### config.mk
export PLATFORM = sky130hd
export DESIGN_NAME = mb_frame_writer_flat
export DESIGN_NICKNAME = d
export VERILOG_FILES = /design/src/rtl/mb_pkg.sv /design/src/rtl/mb_frame_writer_if.sv /design/src/rtl/mb_pixel_walker.sv /design/src/rtl/mb_frame_writer.sv /design/src/flat_wrapper.sv
export SDC_FILE = /design/constraint.sdc
export NUM_CORES = 1
export LEC_CHECK = 0
export CORE_MARGIN = 1
export CORE_UTILIZATION = 42
export DETAILED_ROUTE_END_ITERATION = 8
export HOLD_SLACK_MARGIN = 0.02
export PLACE_DENSITY = 0.79
export SLEW_MARGIN = 15
export SYNTH_ARGS = -nofsm -noshare
export SYNTH_HDL_FRONTEND = slang
export SYNTH_HIERARCHICAL = 1
export SYNTH_SLANG_ARGS = --single-unit
### constraint.sdc
create_clock -name i_clk -period 2.35 [get_ports i_clk]
set_clock_uncertainty 0.1 [all_clocks]
set_input_delay 0.235 -clock i_clk [delete_from_list [all_inputs] [get_ports i_clk]]
set_output_delay 0.235 -clock i_clk [all_outputs]
set_load 0.01 [all_outputs]
### src/rtl/mb_pkg.sv
// Shared types and defaults for the metaball frame writer.
// Holds the sequencer state enum, field format and default frame geometry.
package mb_pkg;

    typedef enum logic [1:0] {
        CLEAR = 2'd0,
        REQ   = 2'd1,
        WAIT  = 2'd2,
        DONE  = 2'd3
    } mb_state_t;

    localparam int MB_FRAC   = 15;
    localparam int MB_ADDR_W = 16;
    localparam int MB_X_W    = 10;
    localparam int MB_Y_W    = 9;
    localparam int MB_WIDTH  = 180;
    localparam int MB_HEIGHT = 90;

    localparam logic [7:0] MB_FG_INDEX = 8'd12;
    localparam logic [7:0] MB_BG_INDEX = 8'd0;

endpackage

### src/rtl/mb_frame_writer_if.sv
// Field-unit, VRAM-write and frame-control signals of the frame writer.
// slave: the frame writer itself; master: the surrounding system.
interface mb_frame_writer_if;
    import mb_pkg::*;

    logic                        i_swap;
    logic                        i_field_valid;
    logic signed [31:0]          i_field;
    logic [MB_X_W-1:0]           o_x;
    logic [MB_Y_W-1:0]           o_y;
    logic                        o_field_req;
    logic                        o_wr_en_a;
    logic                        o_wr_en_b;
    logic [MB_ADDR_W-1:0]        o_wr_addr;
    logic [7:0]                  o_wr_data;
    logic                        o_front_is_a;
    logic                        o_frame_done;
    logic                        o_drop;

    modport slave (
        input  i_swap, i_field_valid, i_field,
        output o_x, o_y, o_field_req, o_wr_en_a, o_wr_en_b, o_wr_addr,
               o_wr_data, o_front_is_a, o_frame_done, o_drop
    );

    modport master (
        output i_swap, i_field_valid, i_field,
        input  o_x, o_y, o_field_req, o_wr_en_a, o_wr_en_b, o_wr_addr,
               o_wr_data, o_front_is_a, o_frame_done, o_drop
    );

endinterface

### src/rtl/mb_pixel_walker.sv
// Raster x/y/address counters; a step at the last pixel wraps everything to 0.
// The linear address is counted alongside x so no multiplier is needed.
module mb_pixel_walker
    import mb_pkg::*;
#(
    parameter int WIDTH  = MB_WIDTH,
    parameter int HEIGHT = MB_HEIGHT
) (
    input  logic                 clk,
    input  logic                 rst,
    input  logic                 clr,
    input  logic                 step,
    output logic [MB_X_W-1:0]    x,
    output logic [MB_Y_W-1:0]    y,
    output logic [MB_ADDR_W-1:0] addr,
    output logic                 last
);

    localparam logic [MB_X_W-1:0] X_LAST = MB_X_W'(WIDTH - 1);
    localparam logic [MB_Y_W-1:0] Y_LAST = MB_Y_W'(HEIGHT - 1);

    assign last = (x == X_LAST) && (y == Y_LAST);

    always_ff @(posedge clk) begin
        if (!rst || clr) begin
            x    <= '0;
            y    <= '0;
            addr <= '0;
        end else if (step) begin
            if (last) begin
                x    <= '0;
                y    <= '0;
                addr <= '0;
            end else if (x == X_LAST) begin
                x    <= '0;
                y    <= y + 1'b1;
                addr <= addr + 1'b1;
            end else begin
                x    <= x + 1'b1;
                addr <= addr + 1'b1;
            end
        end
    end

endmodule

### src/rtl/mb_frame_writer.sv
// Render sequencer: clears the back buffer, walks every pixel through the field units,
// writes thresholded palette indices and swaps buffers on frame end. Optional macro: MB_SHADE_EN.
module mb_frame_writer
    import mb_pkg::*;
#(
    parameter int         WIDTH    = MB_WIDTH,
    parameter int         HEIGHT   = MB_HEIGHT,
    parameter int         FRAC     = MB_FRAC,
    parameter logic [7:0] FG_INDEX = MB_FG_INDEX,
    parameter logic [7:0] BG_INDEX = MB_BG_INDEX
) (
    input  logic             i_clk,
    input  logic             i_rst,
    mb_frame_writer_if.slave bus
);

    if (WIDTH * HEIGHT > 2 ** MB_ADDR_W) begin : g_size_check
        $error("mb_frame_writer: WIDTH*HEIGHT exceeds the write address range");
    end

    mb_state_t            state;
    logic                 front_is_a;
    logic                 field_req;
    logic                 frame_done;
    logic                 drop;
    logic [MB_X_W-1:0]    x;
    logic [MB_Y_W-1:0]    y;
    logic [MB_ADDR_W-1:0] addr;
    logic                 last;
    logic                 pixel_wr;
    logic                 wr_any;
    logic                 walk_clr;
    logic signed [31:0]   level;
    logic [7:0]           pixel;

    // Strobe is gated by reset so an aborted frame never writes in the reset cycle.
    assign pixel_wr = (state == WAIT) && bus.i_field_valid;
    assign wr_any   = i_rst && ((state == CLEAR) || pixel_wr);
    assign walk_clr = (state == DONE) && bus.i_swap;

    mb_pixel_walker #(
        .WIDTH (WIDTH),
        .HEIGHT(HEIGHT)
    ) u_walker (
        .clk (i_clk),
        .rst (i_rst),
        .clr (walk_clr),
        .step(wr_any),
        .x   (x),
        .y   (y),
        .addr(addr),
        .last(last)
    );

    assign level = bus.i_field >>> FRAC;

`ifdef MB_SHADE_EN
    logic [2:0] shade;

    always_comb begin
        shade = 3'd0;
        if (level >= 32'sd7) begin
            shade = 3'd7;
        end else if (level > 32'sd0) begin
            shade = level[2:0];
        end
    end

    assign pixel = (shade == 3'd0) ? BG_INDEX : FG_INDEX + {5'd0, shade} - 8'd1;
`else
    assign pixel = (level > 32'sd0) ? FG_INDEX : BG_INDEX;
`endif

    always_ff @(posedge i_clk) begin
        if (!i_rst) begin
            state      <= CLEAR;
            front_is_a <= 1'b1;
            field_req  <= 1'b0;
            frame_done <= 1'b0;
            drop       <= 1'b0;
        end else begin
            field_req <= 1'b0;
            drop      <= bus.i_swap && (state != DONE);
            unique case (state)
                CLEAR: begin
                    if (last) begin
                        state     <= REQ;
                        field_req <= 1'b1;
                    end
                end
                REQ: begin
                    state <= WAIT;
                end
                WAIT: begin
                    if (bus.i_field_valid) begin
                        if (last) begin
                            state      <= DONE;
                            frame_done <= 1'b1;
                        end else begin
                            state     <= REQ;
                            field_req <= 1'b1;
                        end
                    end
                end
                DONE: begin
                    if (bus.i_swap) begin
                        state      <= CLEAR;
                        front_is_a <= ~front_is_a;
                        frame_done <= 1'b0;
                    end
                end
                default: state <= CLEAR;
            endcase
        end
    end

    assign bus.o_x          = x;
    assign bus.o_y          = y;
    assign bus.o_field_req  = field_req;
    assign bus.o_wr_en_a    = wr_any && !front_is_a;
    assign bus.o_wr_en_b    = wr_any && front_is_a;
    assign bus.o_wr_addr    = addr;
    assign bus.o_wr_data    = (state == WAIT) ? pixel : BG_INDEX;
    assign bus.o_front_is_a = front_is_a;
    assign bus.o_frame_done = frame_done;
    assign bus.o_drop       = drop;

endmodule

### src/flat_wrapper.sv
// flat-port wrapper written by rule: the top's interface ports become plain ports
module mb_frame_writer_flat import mb_pkg::*;
#(
    parameter int         WIDTH    = MB_WIDTH,
    parameter int         HEIGHT   = MB_HEIGHT,
    parameter int         FRAC     = MB_FRAC,
    parameter logic [7:0] FG_INDEX = MB_FG_INDEX,
    parameter logic [7:0] BG_INDEX = MB_BG_INDEX
)
  (i_clk, i_rst, bus_i_swap, bus_i_field_valid, bus_i_field, bus_o_x, bus_o_y, bus_o_field_req, bus_o_wr_en_a, bus_o_wr_en_b, bus_o_wr_addr, bus_o_wr_data, bus_o_front_is_a, bus_o_frame_done, bus_o_drop);
  mb_frame_writer_if bus_i ();
  input  logic i_clk;
  input  logic i_rst;
  input wire logic [$bits(bus_i.i_swap)-1:0] bus_i_swap;
  input wire logic [$bits(bus_i.i_field_valid)-1:0] bus_i_field_valid;
  input wire logic [$bits(bus_i.i_field)-1:0] bus_i_field;
  output wire logic [$bits(bus_i.o_x)-1:0] bus_o_x;
  output wire logic [$bits(bus_i.o_y)-1:0] bus_o_y;
  output wire logic [$bits(bus_i.o_field_req)-1:0] bus_o_field_req;
  output wire logic [$bits(bus_i.o_wr_en_a)-1:0] bus_o_wr_en_a;
  output wire logic [$bits(bus_i.o_wr_en_b)-1:0] bus_o_wr_en_b;
  output wire logic [$bits(bus_i.o_wr_addr)-1:0] bus_o_wr_addr;
  output wire logic [$bits(bus_i.o_wr_data)-1:0] bus_o_wr_data;
  output wire logic [$bits(bus_i.o_front_is_a)-1:0] bus_o_front_is_a;
  output wire logic [$bits(bus_i.o_frame_done)-1:0] bus_o_frame_done;
  output wire logic [$bits(bus_i.o_drop)-1:0] bus_o_drop;
  assign bus_i.i_swap = bus_i_swap;
  assign bus_i.i_field_valid = bus_i_field_valid;
  assign bus_i.i_field = bus_i_field;
  assign bus_o_x = bus_i.o_x;
  assign bus_o_y = bus_i.o_y;
  assign bus_o_field_req = bus_i.o_field_req;
  assign bus_o_wr_en_a = bus_i.o_wr_en_a;
  assign bus_o_wr_en_b = bus_i.o_wr_en_b;
  assign bus_o_wr_addr = bus_i.o_wr_addr;
  assign bus_o_wr_data = bus_i.o_wr_data;
  assign bus_o_front_is_a = bus_i.o_front_is_a;
  assign bus_o_frame_done = bus_i.o_frame_done;
  assign bus_o_drop = bus_i.o_drop;
  mb_frame_writer #(.WIDTH(WIDTH), .HEIGHT(HEIGHT), .FRAC(FRAC), .FG_INDEX(FG_INDEX), .BG_INDEX(BG_INDEX)) u_core (.i_clk(i_clk), .i_rst(i_rst), .bus(bus_i));
endmodule
==> impl_results.md, run 1 <==
* Largest net degree at the start of global routing at 19
* N_diodes at 0
* Setup TNS at 0 ns
* FFs w/ async S/R, synth at 0%
* Flops & latches, synth at 41
* CTS clk-pin slew, worst paths at 0.07 ns
* GRT Util Overall at 19.8%
* GRT overflow at 0
* Critical path origin: i_rst
* Sink Count at 41
* First-pass GRT wire length at 7.99 mm
* Clock latency on the worst-skew pair at 0.29 ns
* Final min period at 2.28 ns
* Final Net Count at 351
* Status: finished with violations
* Die H at 71.0 um
* Initial Util at 44.7%
* Crit share post-route at 97.2%
* Post-synth cell types at 42
* Vias in the first global route at 1784
* Post-CTS Hold Buffers at 0
* Wire per inst at 13.0 um
* Most frequent cells in the layout: clkdlybuf4s50_1 (62), dfxtp_1 (41), nor2_1 (36)
* Hold_sp: u_core/u_walker/y[7]
* Type of origin of the critical path: primary input
* Most common cell after layout, fill and taps aside: clkdlybuf4s50_1
* Max Cap Viol at 0
* Worst Path Required at 2.02 ns
* R2R cell count at 6
* CTS Root Cell: clkbuf_8
* Max frequency at 438 MHz
* PD cells at 447 nW/um^2
* Core area at 4470 um^2
* Number of synthesized flops with an enable pin at 0
* WS Path Type: primary input to output port
* Failing checks: DRC
* Share of cells above drive strength 1 at 8.65%
* Post-synthesis cell area at 2000 um^2
* Mapped Cells at 235
* Top FF cell, synth: dfxtp_1
* RSZ-0062 raised after global routing: false
* Reg2reg start: u_core/u_walker/x[0]
* IO Port Bufs at 63
* Worst Hold Depth at 2
* Seq/Total Area, Yosys at 41.0%
* Row cnt at 24
* Lkg Pwr at 0.993 nW
* Arr. time, crit path at 1.95 ns
* Filler Cell Count at 404
* DR vias at 1947
* Hold crit path type: flip-flop to flip-flop
* Antenna violations before repair at 0
* Cts bufs inserted at 5
* CTS tree: built
* Die Span X at 71.0 um
* WHS at 0.420 ns
* Via density at 5.35
* Max IR drop VDD at 0.322 mV
* Final Hold Vio Count at 0
* Drt first pass iters at 8
* Ports at 85
* Endpoint type of the worst setup path: output port
* Synth-to-Final Area Change at 41.7%
* Final wirelength at 4.75 mm
* ANT nets after route at 0
* H-tree depth at 2
* # DRC at 4
* Crit path max fanout at 10
* Initial DRC count at 93
* Clock Path Buffers at 2
* Yosys warns at 6
* Slew Viols, Final at 0
* Gpl congestion at 0.803
* Final setup fails at 0
* Avg Cell Area, Syn at 8.52 um^2
* Total die area at 5050 um^2
* Post-DP HPWL at 3.53 mm
## path summary, 6_finish.rpt
path | to | slack, ns
worst max-delay path | bus_o_wr_en_b | 0.07
worst min-delay path | u_core/u_walker/y[7] | 0.42
worst max register to register | u_core/u_walker/addr[6] | 0.24
worst min register to register | u_core/u_walker/y[7] | 0.42
## report_power, final
group	switching [W]	internal, W	total [W]	leakage (nW)
Combinational	0.0000469	0.0000680	0.000115	0.617
Clock	0.000235	0.000206	0.000441	0.0450
Sequential	0.00000972	0.000702	0.000711	0.331
## through the flow
| step | worst slack (ns) | power, W | utilization [%] | cells | instance area (um^2) |
|---|---|---|---|---|---|
| floorplan | 0.234 | 0.000773 | - | 240 | 2020 |
| global placement | -0.0504 | 0.000835 | 61.0 | 355 | 2730 |
| detailed placement | -0.0910 | 0.000839 | 61.0 | 355 | 2730 |
| CTS | 0.0130 | 0.00128 | 62.8 | 363 | 2810 |
| global route | 0.0217 | 0.00131 | 63.4 | 364 | 2840 |
| finish | 0.0653 | 0.00127 | 63.4 | 364 | 2840 |
## worst max-delay path, stage by stage
cell and delay, ns:
clkdlybuf4s50_1 0.50, nand2b_1 0.09, a21oi_2 0.15, buf_6 0.16, buf_4 0.15, and2_1 0.14, clkdlybuf4s50_1 0.53
## cell type report
cell class | count | area [um^2] | share of cell area [%]
timing repair buffer | 77 | 746 | 26.3
clock buffer | 6 | 72.6 | 2.56
clock inverter | 2 | 10.0 | 0.353
sequential | 41 | 821 | 28.9
multi-input combinational | 181 | 1100 | 38.9
inverter | 5 | 18.8 | 0.662
tap | 52 | 65.1 | 2.29
## repair_timing
action                     in CTS  in global routing
setup endpoints to repair       0                 20
setup buffers                   0                  1
resized for setup               0                  5
## sequential cells by signal, summed over array words and instances, names as in the netlist
name and count:
u_core/bus.o_drop 1, u_core/bus.o_field_req 1, u_core/bus.o_frame_done 1, u_core/bus.o_front_is_a 1, u_core/state 2, u_core/u_walker/addr 16
u_core/u_walker/x 10, u_core/u_walker/y 9
## synth_stat cells (2+ instances only)
cell type / n / area, um^2
or4_1: 2 / 15.0
xnor2_1: 19 / 166
nor3_1: 5 / 25.0
clkbuf_1: 2 / 7.51
buf_4: 7 / 52.6
nor2b_1: 2 / 12.5
nand3_1: 9 / 45.0
and3_1: 2 / 12.5
nand2b_1: 3 / 18.8
or3_1: 3 / 18.8
mux2i_1: 2 / 20.0
buf_2: 3 / 15.0
nor4_1: 12 / 75.1
xor2_1: 9 / 78.8
o211ai_1: 2 / 15.0
inv_1: 5 / 18.8
a31oi_1: 2 / 12.5
a21oi_1: 7 / 35.0
nand2_1: 19 / 71.3
o21ai_0: 5 / 25.0
nor2_1: 36 / 135
dfxtp_1: 41 / 821
nor3b_1: 2 / 15.0
nand4_1: 13 / 81.3
ha_1: 4 / 50.1
and4_1: 3 / 26.3
## cells by family (layout without fill, tap and decap cells)
family                   Yosys count  after routing  share of synthesized area, %
AND/OR/NAND/NOR                  121            121                          32.0
AO/OA/AOI/OAI                     20             20                          5.81
flip-flops                        41             41                          41.0
buffers and inverters             18             90                          5.25
adder cells (fa/ha/maj)            4              4                          2.50
other                              1              6                         0.187
XOR/XNOR                          28             28                          12.3
multiplexers                       2              2                          1.00
## routing by layer
metal	wire, um	GRT usage (%)
met5	0	0
met4	59	7.11
met3	298	6.27
met2	2240	34.2
met1	2150	23.2
(Power assumes the default switching activity.)
==> run 2, diff against run 1 <==
--- a/config.mk
+++ b/config.mk
@@ -7,6 +7,7 @@
 export LEC_CHECK = 0
 export CORE_MARGIN = 1
 export CORE_UTILIZATION = 42
+export CTS_CLUSTER_SIZE = 20
 export DETAILED_ROUTE_END_ITERATION = 8
 export HOLD_SLACK_MARGIN = 0.02
 export PLACE_DENSITY = 0.79
==> results of run 2 <==
No change in the layout: final DEF, timing and power equal those of run 1.
==> run 3, diff against run 2 <==
--- a/config.mk
+++ b/config.mk
@@ -6,11 +6,12 @@
 export NUM_CORES = 1
 export LEC_CHECK = 0
 export CORE_MARGIN = 1
-export CORE_UTILIZATION = 42
+export CORE_UTILIZATION = 50
 export CTS_CLUSTER_SIZE = 20
 export DETAILED_ROUTE_END_ITERATION = 8
+export DONT_BUFFER_PORTS = 1
 export HOLD_SLACK_MARGIN = 0.02
-export PLACE_DENSITY = 0.79
+export SETUP_SLACK_MARGIN = 0.02
 export SLEW_MARGIN = 15
 export SYNTH_ARGS = -nofsm -noshare
 export SYNTH_HDL_FRONTEND = slang
==> constraint.sdc (replaced) <==
create_clock -name i_clk -period 2.5 [get_ports i_clk]
set_clock_uncertainty 0.1 [all_clocks]
set_input_delay 0.25 -clock i_clk [delete_from_list [all_inputs] [get_ports i_clk]]
set_output_delay 0.25 -clock i_clk [all_outputs]
set_load 0.01 [all_outputs]
==> run 3 against run 2 <==
  * The run now ends clean
  * Worst setup slack better by 0.20 ns
  * Clock power rose by 15%
  * Utilization shrank 5.8 points
  * Hold slack got worse by 0.38 ns
  * Clock-buffer cell count down 1
  * Die area shrank 16%
  * Critical path type is now flip-flop to flip-flop
  * Largest cell class unchanged
  * Largest power group unchanged
==> impl_results.md, run 3 (same netlist as run 1, synthesis figures left out) <==
* Reg with most FFs: u_core/u_walker/addr (unchanged)
* Max IR drop VDD at 0.326 mV (was 0.322 mV)
* Crit share post-route at 89.5%
* Status: completed (was finished with violations)
* CTS tree: built (unchanged)
* Antenna violations before repair at 0 (unchanged)
* Row cnt at 22 (was 24)
* Post-Place Cell Area at 2020 um^2 (was 2730 um^2)
* Endpoint type of the worst setup path: flip-flop (was output port)
* # DRC at 0 (was 4)
* Wire per inst at 14.8 um (was 13.0 um)
* Max frequency at 447 MHz
* GRT overflow at 0 (unchanged)
* Setup TNS at 0 ns (unchanged)
* WS Path Type: flip-flop to flip-flop (was primary input to output port)
* CTS clk-pin slew, worst paths at 0.07 ns (about the same)
* Slowest stage delay, CP at 0.61 ns (was 0.53 ns)
* H-tree depth at 2 (unchanged)
* Hold crit path type: primary input to flip-flop (was flip-flop to flip-flop)
* Lkg Pwr at 0.713 nW (was 0.993 nW)
* IO Port Bufs at 0 (was 63)
* Post-DP HPWL at 3.02 mm (was 3.53 mm)
* WHS at 0.0357 ns (was 0.420 ns)
* Slew @ Worst Pin at 0.600 ns
* Total die area at 4260 um^2 (was 5050 um^2)
* Core area at 3740 um^2 (was 4470 um^2)
* Type of origin of the critical path: flip-flop (was primary input)
* Crit path max-delay cell type: or4_4 (was clkdlybuf4s50_1)
* Largest net degree at the start of global routing at 21 (was 19)
* Sink Count at 41 (unchanged)
* Final min period at 2.24 ns
* Clock latency on the worst-skew pair at 0.29 ns (about the same)
* Cts bufs inserted at 5 (unchanged)
* Crit-path cells: ha_1 -> nand4bb_1 -> or4_4 -> o21ai_1 -> buf_4 -> nor2_1 (was clkdlybuf4s50_1 -> nand2b_1 -> a21oi_2 -> buf_6 -> buf_4 -> and2_1 -> clkdlybuf4s50_1)
* Slew Viols, Final at 0 (unchanged)
* Die H at 65.3 um (was 71.0 um)
* First-pass GRT wire length at 6.87 mm (was 7.99 mm)
* Crit path max fanout at 20 (was 10)
* Final Util at 57.6% (was 63.4%)
* Worst Path Required at 2.58 ns (was 2.02 ns)
* N_diodes at 0 (unchanged)
* Most frequent cells in the layout: dfxtp_1 (41), nor2_1 (36), xnor2_1 (19), nand2_1 (19), nand4_1 (13) (was clkdlybuf4s50_1 (62), dfxtp_1 (41), nor2_1 (36))
* Fin cells at 288 (was 364)
* Arr. time, crit path at 2.31 ns (was 1.95 ns)
* Vias in the first global route at 1565 (was 1784)
* CTS Root Cell: clkbuf_8 (unchanged)
* Final Hold Vio Count at 0 (unchanged)
* Final Net Count at 280 (was 351)
* Via density at 5.71 (was 5.35)
* Worst slew margin relative to its limit at 59.7%
* Regs by FF count: u_core/u_walker/addr (16), u_core/u_walker/x (10), u_core/u_walker/y (9) (unchanged)
* GRT Util Overall at 20.7% (was 19.8%)
* Drt first pass iters at 5 (was 8)
* Synth-to-Final Area Change at 7.63% (was 41.7%)
* Most common cell after layout, fill and taps aside: dfxtp_1 (was clkdlybuf4s50_1)
* Ports at 85 (unchanged)
* Share of cells above drive strength 1 at 6.25% (was 8.65%)
* Inst Count DP at 278 (was 355)
* Die Span X at 65.3 um (was 71.0 um)
* RSZ-0062 raised after global routing: false (unchanged)
* Max Cap Viol at 0 (unchanged)
* ANT nets after route at 0 (unchanged)
* Initial DRC count at 59 (was 93)
* DR vias at 1644 (was 1947)
* Final wirelength at 4.25 mm (was 4.75 mm)
* Final setup fails at 0 (unchanged)
* Initial Util at 53.5% (was 44.7%)
* Max reg flops at 16 (unchanged)
* Filler Cell Count at 336 (was 404)
* PD cells at 571 nW/um^2 (was 447 nW/um^2)
* Clock Path Buffers at 2 (unchanged)
* Gpl congestion at 0.789 (was 0.803)
* Final instance area at 2150 um^2 (was 2840 um^2)
==> run 3: through the flow <==
step | total power (W) | setup slack [ns]
2_1_floorplan | 0.000727 | 0.384
3_3_place_gp | 0.000729 | 0.252
3_5_place_dp | 0.000732 | 0.195
4_1_cts | 0.00124 | 0.187
5_1_grt | 0.00128 | 0.0585
6_report | 0.00123 | 0.263
==> run 3: critical path, delay by kind of cell, from the launching register on <==
kind	cells	cell delay (ns)
AO/OA/AOI/OAI	1	0.14
adder cells (fa/ha/maj)	1	0.24
buffers and inverters	1	0.26
flip-flops	1	0.45
AND/OR/NAND/NOR	3	0.94
==> run 3: repair_timing <==
item	CTS	global route
endpoints found under the hold margin	6	0
setup endpoints to repair	0	20
gates resized for setup	0	1
buffers inserted	0	0
hold buffers	3	0
==> run 3: worst paths after layout <==
path | slack [ns] | cells past startpoint | to | from
setup / recovery | 0.26 | 6 | u_core/u_walker/y[6] | u_core/u_walker/x[0]
hold / removal | 0.04 | 2 | u_core/bus.o_field_req | i_rst
setup reg to reg | 0.26 | 6 | u_core/u_walker/y[6] | u_core/u_walker/x[0]
hold reg to reg | 0.47 | 2 | u_core/u_walker/y[7] | u_core/u_walker/y[7]
==> run 3: layer usage <==
| layer | GRT usage (%) | up-vias | share of wire [%] |
|---|---|---|---|
| met5 | 0 | - | 0 |
| met4 | 7.88 | 0 | 1.4 |
| met3 | 5.38 | 7 | 6.0 |
| met2 | 36.9 | 67 | 49 |
| met1 | 23.5 | 752 | 44 |
| li1 | - | 818 | - |
==> run 3: power breakdown <==
part	internal [W]	switching, W	total, W	leakage, nW
logic	0.0000183	0.0000301	0.0000484	0.328
clock network	0.000290	0.000218	0.000508	0.0540
registers	0.000660	0.0000137	0.000673	0.331
==> run 3: cell type report <==
cell class | instances | area, um^2 | share of cell area (%)
clock buffers | 5 | 68.8 | 3.19
clock inverters | 2 | 35.0 | 1.63
inverters | 5 | 18.8 | 0.871
multi-input cells | 181 | 1100 | 51.0
flip-flops and latches | 41 | 821 | 38.1
well taps | 48 | 60.1 | 2.79
repair buffers | 6 | 52.6 | 2.44
